**config.mk**
```make
export PLATFORM = sky130hd
export DESIGN_NAME = control_sequencer
export DESIGN_NICKNAME = d
export VERILOG_FILES = /design/src/rtl/control_sequencer.sv
export SDC_FILE = /design/constraint.sdc
export NUM_CORES = 1
export LEC_CHECK = 0
export ABC_AREA = 1
export CAP_MARGIN = 15
export CORE_UTILIZATION = 35
export CTS_BUF_LIST = sky130_fd_sc_hd__clkbuf_4 sky130_fd_sc_hd__clkbuf_8
export DETAILED_ROUTE_END_ITERATION = 8
export PLACE_DENSITY = 0.8
export SYNTH_ARGS = -nofsm -noshare
export SYNTH_HDL_FRONTEND = slang
export SYNTH_SLANG_ARGS = --single-unit
```
**constraint.sdc**
```tcl
create_clock -name Clock -period 1.8 [get_ports Clock]
set_clock_uncertainty 0.05 [all_clocks]
set_input_delay 0.27 -clock Clock [delete_from_list [all_inputs] [get_ports Clock]]
set_output_delay 0.27 -clock Clock [all_outputs]
set_load 0.05 [all_outputs]
```
**src/rtl/control_sequencer.sv**
```systemverilog
// Hardwired Moore control unit for the Mini SRC datapath: instruction fetch
// (T0-T2) followed by per-opcode execute steps (T3-T6).
module control_sequencer #(
    parameter int unsigned MEM_WAIT = 0,
    parameter int unsigned OPW      = 5
) (
    input  logic        Clock,
    input  logic        clear,
    input  logic        Run,
    input  logic [31:0] IR,
    output logic        PCout,
    output logic        MARin,
    output logic        IncPC,
    output logic        Zin,
    output logic        Zlowout,
    output logic        Zhighout,
    output logic        PCin,
    output logic        Read,
    output logic        MDRin,
    output logic        MDRout,
    output logic        IRin,
    output logic        Yin,
    output logic        LOin,
    output logic        HIin,
    output logic        Gra,
    output logic        Grb,
    output logic        Grc,
    output logic        Rin,
    output logic        Rout,
    output logic [3:0]  alu_op,
    output logic        instr_done,
    output logic        illegal,
    output logic        halted
);

    typedef enum logic [3:0] {
        S_IDLE, S_T0, S_T1, S_T2, S_T3, S_T4, S_T5, S_T6, S_HALT
    } state_t;

    typedef enum logic [2:0] {
        C_BIN, C_UNARY, C_MULDIV, C_NOP, C_HALT, C_ILLEGAL
    } op_class_t;

    localparam logic [OPW-1:0] OP_ADD  = OPW'(5'b00011);
    localparam logic [OPW-1:0] OP_SUB  = OPW'(5'b00100);
    localparam logic [OPW-1:0] OP_AND  = OPW'(5'b00101);
    localparam logic [OPW-1:0] OP_OR   = OPW'(5'b00110);
    localparam logic [OPW-1:0] OP_MUL  = OPW'(5'b01110);
    localparam logic [OPW-1:0] OP_DIV  = OPW'(5'b01111);
    localparam logic [OPW-1:0] OP_NEG  = OPW'(5'b10000);
    localparam logic [OPW-1:0] OP_NOT  = OPW'(5'b10001);
    localparam logic [OPW-1:0] OP_NOP  = OPW'(5'b11010);
    localparam logic [OPW-1:0] OP_HALT = OPW'(5'b11011);

    localparam logic [2:0] WAIT_LAST = 3'(MEM_WAIT);

    state_t        state;
    state_t        next_instr;
    logic [2:0]    wait_cnt;
    logic [OPW-1:0] opcode;
    op_class_t     op_class;
    logic [3:0]    op_alu;
    logic          unused_ir;

    assign opcode     = IR[31 -: OPW];
    assign unused_ir  = ^IR[31-OPW:0];
    assign next_instr = Run ? S_T0 : S_IDLE;

    // NOTE: every signal written in an always_comb gets a default first, so
    // no path through the case statements can leave it unassigned (latch).
    always_comb begin
        op_class = C_ILLEGAL;
        op_alu   = 4'd0;
        case (opcode)
            OP_ADD:  begin op_class = C_BIN;    op_alu = 4'd1; end
            OP_SUB:  begin op_class = C_BIN;    op_alu = 4'd2; end
            OP_AND:  begin op_class = C_BIN;    op_alu = 4'd3; end
            OP_OR:   begin op_class = C_BIN;    op_alu = 4'd4; end
            OP_MUL:  begin op_class = C_MULDIV; op_alu = 4'd5; end
            OP_DIV:  begin op_class = C_MULDIV; op_alu = 4'd6; end
            OP_NEG:  begin op_class = C_UNARY;  op_alu = 4'd7; end
            OP_NOT:  begin op_class = C_UNARY;  op_alu = 4'd8; end
            OP_NOP:  op_class = C_NOP;
            OP_HALT: op_class = C_HALT;
            default: ;
        endcase
    end

    // NOTE: state registers use non-blocking assignments so every flop
    // samples pre-edge values regardless of statement order.
    always_ff @(posedge Clock or negedge clear) begin
        if (!clear) begin
            state    <= S_IDLE;
            wait_cnt <= 3'd0;
        end else begin
            case (state)
                S_IDLE: if (Run) state <= S_T0;
                S_T0:   state <= S_T1;
                S_T1: begin
                    // Hold T1 for the memory latency before moving on.
                    if (wait_cnt == WAIT_LAST) begin
                        state    <= S_T2;
                        wait_cnt <= 3'd0;
                    end else begin
                        wait_cnt <= wait_cnt + 3'd1;
                    end
                end
                S_T2:   state <= S_T3;
                S_T3: begin
                    case (op_class)
                        C_BIN, C_UNARY, C_MULDIV: state <= S_T4;
                        C_HALT:                   state <= S_HALT;
                        default:                  state <= next_instr;
                    endcase
                end
                S_T4: begin
                    if (op_class == C_BIN || op_class == C_MULDIV) state <= S_T5;
                    else                                            state <= next_instr;
                end
                S_T5: begin
                    if (op_class == C_MULDIV) state <= S_T6;
                    else                      state <= next_instr;
                end
                S_T6:   state <= next_instr;
                S_HALT: state <= S_HALT;
                default: state <= S_IDLE;
            endcase
        end
    end

    // Strobes are decoded from state and opcode rather than registered: IR is
    // only loaded at the end of T2, so T3 outputs cannot be precomputed.
    always_comb begin
        PCout      = 1'b0;
        MARin      = 1'b0;
        IncPC      = 1'b0;
        Zin        = 1'b0;
        Zlowout    = 1'b0;
        Zhighout   = 1'b0;
        PCin       = 1'b0;
        Read       = 1'b0;
        MDRin      = 1'b0;
        MDRout     = 1'b0;
        IRin       = 1'b0;
        Yin        = 1'b0;
        LOin       = 1'b0;
        HIin       = 1'b0;
        Gra        = 1'b0;
        Grb        = 1'b0;
        Grc        = 1'b0;
        Rin        = 1'b0;
        Rout       = 1'b0;
        alu_op     = 4'd0;
        instr_done = 1'b0;
        illegal    = 1'b0;
        halted     = 1'b0;
        case (state)
            S_T0: begin
                PCout = 1'b1;
                MARin = 1'b1;
                IncPC = 1'b1;
                Zin   = 1'b1;
            end
            S_T1: begin
                Zlowout = 1'b1;
                Read    = 1'b1;
                MDRin   = 1'b1;
                PCin    = (wait_cnt == WAIT_LAST);
            end
            S_T2: begin
                MDRout = 1'b1;
                IRin   = 1'b1;
            end
            S_T3: begin
                case (op_class)
                    C_BIN: begin
                        Grb  = 1'b1;
                        Rout = 1'b1;
                        Yin  = 1'b1;
                    end
                    C_UNARY: begin
                        Grb    = 1'b1;
                        Rout   = 1'b1;
                        Zin    = 1'b1;
                        alu_op = op_alu;
                    end
                    C_MULDIV: begin
                        Gra  = 1'b1;
                        Rout = 1'b1;
                        Yin  = 1'b1;
                    end
                    C_ILLEGAL: begin
                        illegal    = 1'b1;
                        instr_done = 1'b1;
                    end
                    default: instr_done = 1'b1;
                endcase
            end
            S_T4: begin
                case (op_class)
                    C_BIN: begin
                        Grc    = 1'b1;
                        Rout   = 1'b1;
                        Zin    = 1'b1;
                        alu_op = op_alu;
                    end
                    C_UNARY: begin
                        Zlowout    = 1'b1;
                        Gra        = 1'b1;
                        Rin        = 1'b1;
                        instr_done = 1'b1;
                    end
                    C_MULDIV: begin
                        Grb    = 1'b1;
                        Rout   = 1'b1;
                        Zin    = 1'b1;
                        alu_op = op_alu;
                    end
                    default: ;
                endcase
            end
            S_T5: begin
                case (op_class)
                    C_BIN: begin
                        Zlowout    = 1'b1;
                        Gra        = 1'b1;
                        Rin        = 1'b1;
                        instr_done = 1'b1;
                    end
                    C_MULDIV: begin
                        Zlowout = 1'b1;
                        LOin    = 1'b1;
                    end
                    default: ;
                endcase
            end
            S_T6: begin
                if (op_class == C_MULDIV) begin
                    Zhighout   = 1'b1;
                    HIin       = 1'b1;
                    instr_done = 1'b1;
                end
            end
            S_HALT: halted = 1'b1;
            default: ;
        endcase
    end

endmodule

```
==> results.py <==
metrics = {
    "synth": {
        "avgSynthCellArea_um2": 6.274,
        "synth_xor_area_frac": 0,
        "synth_nets": 177,
        "yosysSeqAreaShare": 0.1994,
        "yosys.area.top_type": "dfrtp_1",
        "synth_top_family_by_area": "simple AND/OR/NAND/NOR gates",
        "yosysWarnings": 0,
        "synthAdderAreaFrac": 0.02849,
        "synth_top_area_frac": 0.1994,
        "yosys.cell_types.count": 30,
        "synthCells": 140,
        "synthTopCellsByArea": "dfrtp_1 20%, nand2_1 10%, nor2_1 9.8%, inv_1 7.3%, nand3_1 5.7%",
        "synthSimpleGateAreaFrac": 0.4330,
        "syn_area_um2": 878.3,
        "ys_seq_elements": 7,
        "synth_compound_area_frac": 0.1638,
        "yosys-mux-area-fraction": 0,
    },
    "setup_path": {
        "crit_top_cell": "inv_2",
        "critPathMaxFanout": 4,
        "cpPeakStageDelay_ps": 380,
        "slowest_stage": "dfrtp_1",
        "crit_family": "buffers and inverters",
        "r2r-start": "state[3]",
        "worstPathRequired_ps": 1480,
        "r2r_slack_ps": 250,
        "ff2ff_path_depth": 11,
        "timing.rr.end": "state[0]",
        "worstSetupPathType": "reg -> out",
        "crit_chain": "inv_2 -> nand2_4 -> inv_2 -> nand2_2 -> nor2_4 -> inv_4 -> o22ai_4 -> inv_2 -> o21ai_4 -> buf_12",
        "arrival_ps": 1690,
        "worstSetupEndpointType": "output port",
        "worst-path-buf-inv": 5,
        "startpoint_type": "register",
    },
    "grt": {
        "grt_remaining_overflow": 0,
        "antenna_found_initial": 0,
        "grt_pass1_vias": 1248,
        "grt_pass1_wl_um": 5437,
        "grtUsageTotal": 0.2780,
        "grt_max_degree": 8,
    },
    "clock_tree": {
        "htree_levels": 1,
        "cts.sinks": 7,
        "cts-root-buf": "clkbuf_4",
        "cts_max_path_buffers": 2,
        "clkTransAtPathRegs_ps": 60,
        "hold_buffers": 0,
        "tritoncts": "yes",
        "insertion_delay_ps": 250,
        "numCtsBuffers": 3,
    },
    "status": {
        "violations": "negative setup slack",
        "outcome": "complete, but fails checks",
    },
    "place": {
        "port-buffer-count": 33,
        "place_inst": 221,
        "gp_congestion": 0.9331,
        "dp_hpwl_um": 2489,
        "dpl_worst_slack_ps": -440.1,
    },
    "route": {
        "first_pass_iters": 5,
        "routed_wl_um": 3859,
        "routed-via-count": 1273,
        "viasPerCell": 5.371,
        "drc_errors": 0,
        "final_antenna_net_count": 0,
        "drtIter0Drc": 36,
        "wl_per_cell_um": 16.28,
    },
    "pwr": {
        "p_per_area_nw_per_um2": 1304,
        "p_leak_nw": 0.8649,
        "peakVddDrop_uv": 1315,
    },
    "floorplanning": {
        "die_y_um": 52.10,
        "dieArea_um2": 2714,
        "core-area_um2": 2297,
        "rows": 17,
        "die_w_um": 52.10,
        "ios": 61,
        "start_util": 0.3824,
    },
    "sta": {
        "worstMarginPinSlew_ps": 332.2,
        "layout_min_cycle_time_ps": 2006,
        "layout_setup_ws_ps": -206.1,
        "slew_headroom": 0.7767,
        "fin_crit_sh": 1.115,
        "finalSetupViolations": 19,
        "finalHoldViolations": 0,
        "rsz0062_at_grt": "yes",
        "max_freq_ghz": 0.4985,
        "timing.final.max_slew_violations": 0,
    },
    "final_layout": {
        "diodes": 0,
        "final_net_count": 247,
        "final_cells": 237,
        "areaGrowthSynthToFinish_pct": 121.4,
        "drive_above_1_share": 0.6364,
    },
    "flow_run": {
        "drv_cap": 0,
    },
    "min_path": {
        "hp-class": "in -> async",
    },
}
==> power by group <==
| part | internal (mW) | switching [mW] | leakage (nW) | total (mW) |
|---|---|---|---|---|
| sequential | 0.193 | 0.0478 | 0.0935 | 0.241 |
| combinational | 0.911 | 1.22 | 0.753 | 2.14 |
| clock | 0.0997 | 0.0594 | 0.0184 | 0.159 |
==> cells by family after synthesis <==
group / count (synthesis)
compound gates: 19
flops: 7
simple gates: 78
buf+inv: 34
fa+ha+maj: 2
==> metal layers <==
metal | up-vias | global-route usage | routed length [um]
met5 | - | 0 | 0
met4 | 0 | 0.2297 | 265
met3 | 32 | 0.02632 | 203
met2 | 83 | 0.5321 | 2131
met1 | 571 | 0.2596 | 1259
li1 | 587 | - | -
==> worst max path at each step <==
stage	startpoint	cells after the start	end	slack, ps
floorplan	state[1]	5	illegal	-150
global placement	IR[31]	9	illegal	-340
detailed placement	IR[30]	9	Zin	-440
CTS	state[3]	10	Gra	-130
global route	state[0]	8	alu_op[1]	-320
finish	state[3]	10	Gra	-210
==> synth_stat cells <==
master / instances
nand3_2: 2
nand4_1: 2
a31o_1: 1
o21ai_0: 4
o221ai_1: 1
a21oi_2: 3
nor2_4: 2
o22ai_1: 2
o22ai_2: 1
nor4_1: 1
nand2_2: 6
a311oi_1: 1
nor2_2: 3
a21oi_4: 1
nand3_1: 10
ha_1: 2
nor3_2: 1
buf_6: 1
buf_4: 5
o21ai_1: 1
dfrtp_1: 7
inv_1: 17
nor2_1: 23
a21oi_1: 2
inv_2: 11
o31ai_1: 1
nor3_1: 3
o211ai_1: 1
nand2_1: 24
nand2_4: 1
==> sequential cells by signal, indices dropped and copies added (netlist names) <==
signal	cells
state	4
wait_cnt	3
==> cell usage in the layout (no fill, tap or decap) <==
| master | Yosys | routed |
|---|---|---|
| nor3_2 | 1 | 1 |
| nor3_4 | 0 | 2 |
| nand3_4 | 0 | 2 |
| nand2_1 | 24 | 20 |
| o211ai_1 | 1 | 1 |
| inv_2 | 11 | 10 |
| o22ai_1 | 2 | 2 |
| o21ai_0 | 4 | 2 |
| o21ai_4 | 0 | 1 |
| ha_1 | 2 | 2 |
| clkbuf_4 | 0 | 4 |
| a31o_1 | 1 | 1 |
| a311oi_4 | 0 | 1 |
| nand4_1 | 2 | 2 |
| nand3_2 | 2 | 3 |
| nor4_2 | 0 | 1 |
| nor2_1 | 23 | 10 |
| a21oi_4 | 1 | 1 |
| buf_12 | 0 | 25 |
| o221ai_2 | 0 | 1 |
| buf_6 | 1 | 3 |
| buf_4 | 5 | 36 |
| clkdlybuf4s50_1 | 0 | 2 |
| nand2_4 | 1 | 3 |
| o21ai_1 | 1 | 2 |
| a21oi_2 | 3 | 3 |
| a21oi_1 | 2 | 2 |
| o22ai_4 | 0 | 1 |
| nor2_4 | 2 | 9 |
| clkinvlp_4 | 0 | 1 |
| o31ai_1 | 1 | 1 |
| dfrtp_1 | 7 | 7 |
| nand2_2 | 6 | 8 |
| inv_4 | 0 | 3 |
| nor2_2 | 3 | 9 |
| inv_1 | 17 | 14 |
| nor3_1 | 3 | 1 |
| buf_2 | 0 | 5 |
| nand3_1 | 10 | 7 |
==> area by class of cell <==
class	instances	area [um^2]
clock buffers	4	30.03
fillers	118	352.8
inverters	28	116.4
multi-input cells	99	738.2
flip-flops and latches	7	175.2
well taps	28	35.03
repair buffers	71	849.6
==> what timing repair did <==
item / in CTS / in global routing
cloned: 0 / 0
buffers inserted: 9 / 3
setup endpoints to repair: 17 / 26
pin swaps: 4 / 5
gates resized for setup: 39 / 18
==> per-stage QoR <==
step,util,TNS (ps),hold WS [ps],instance area (um^2),power [mW]
2_1_floorplan,-,-640.6,-75.59,955.9,1.296
3_3_place_gp,0.7467,-4943,458.1,1715,2.055
3_5_place_dp,0.7467,-6555,490.6,1715,2.092
4_1_cts,0.8192,-914.4,220.9,1882,2.391
5_1_grt,0.8464,-3662,237.0,1944,2.643
6_report,0.8464,-1836,220.8,1944,2.535
(Power assumes the default switching activity.)
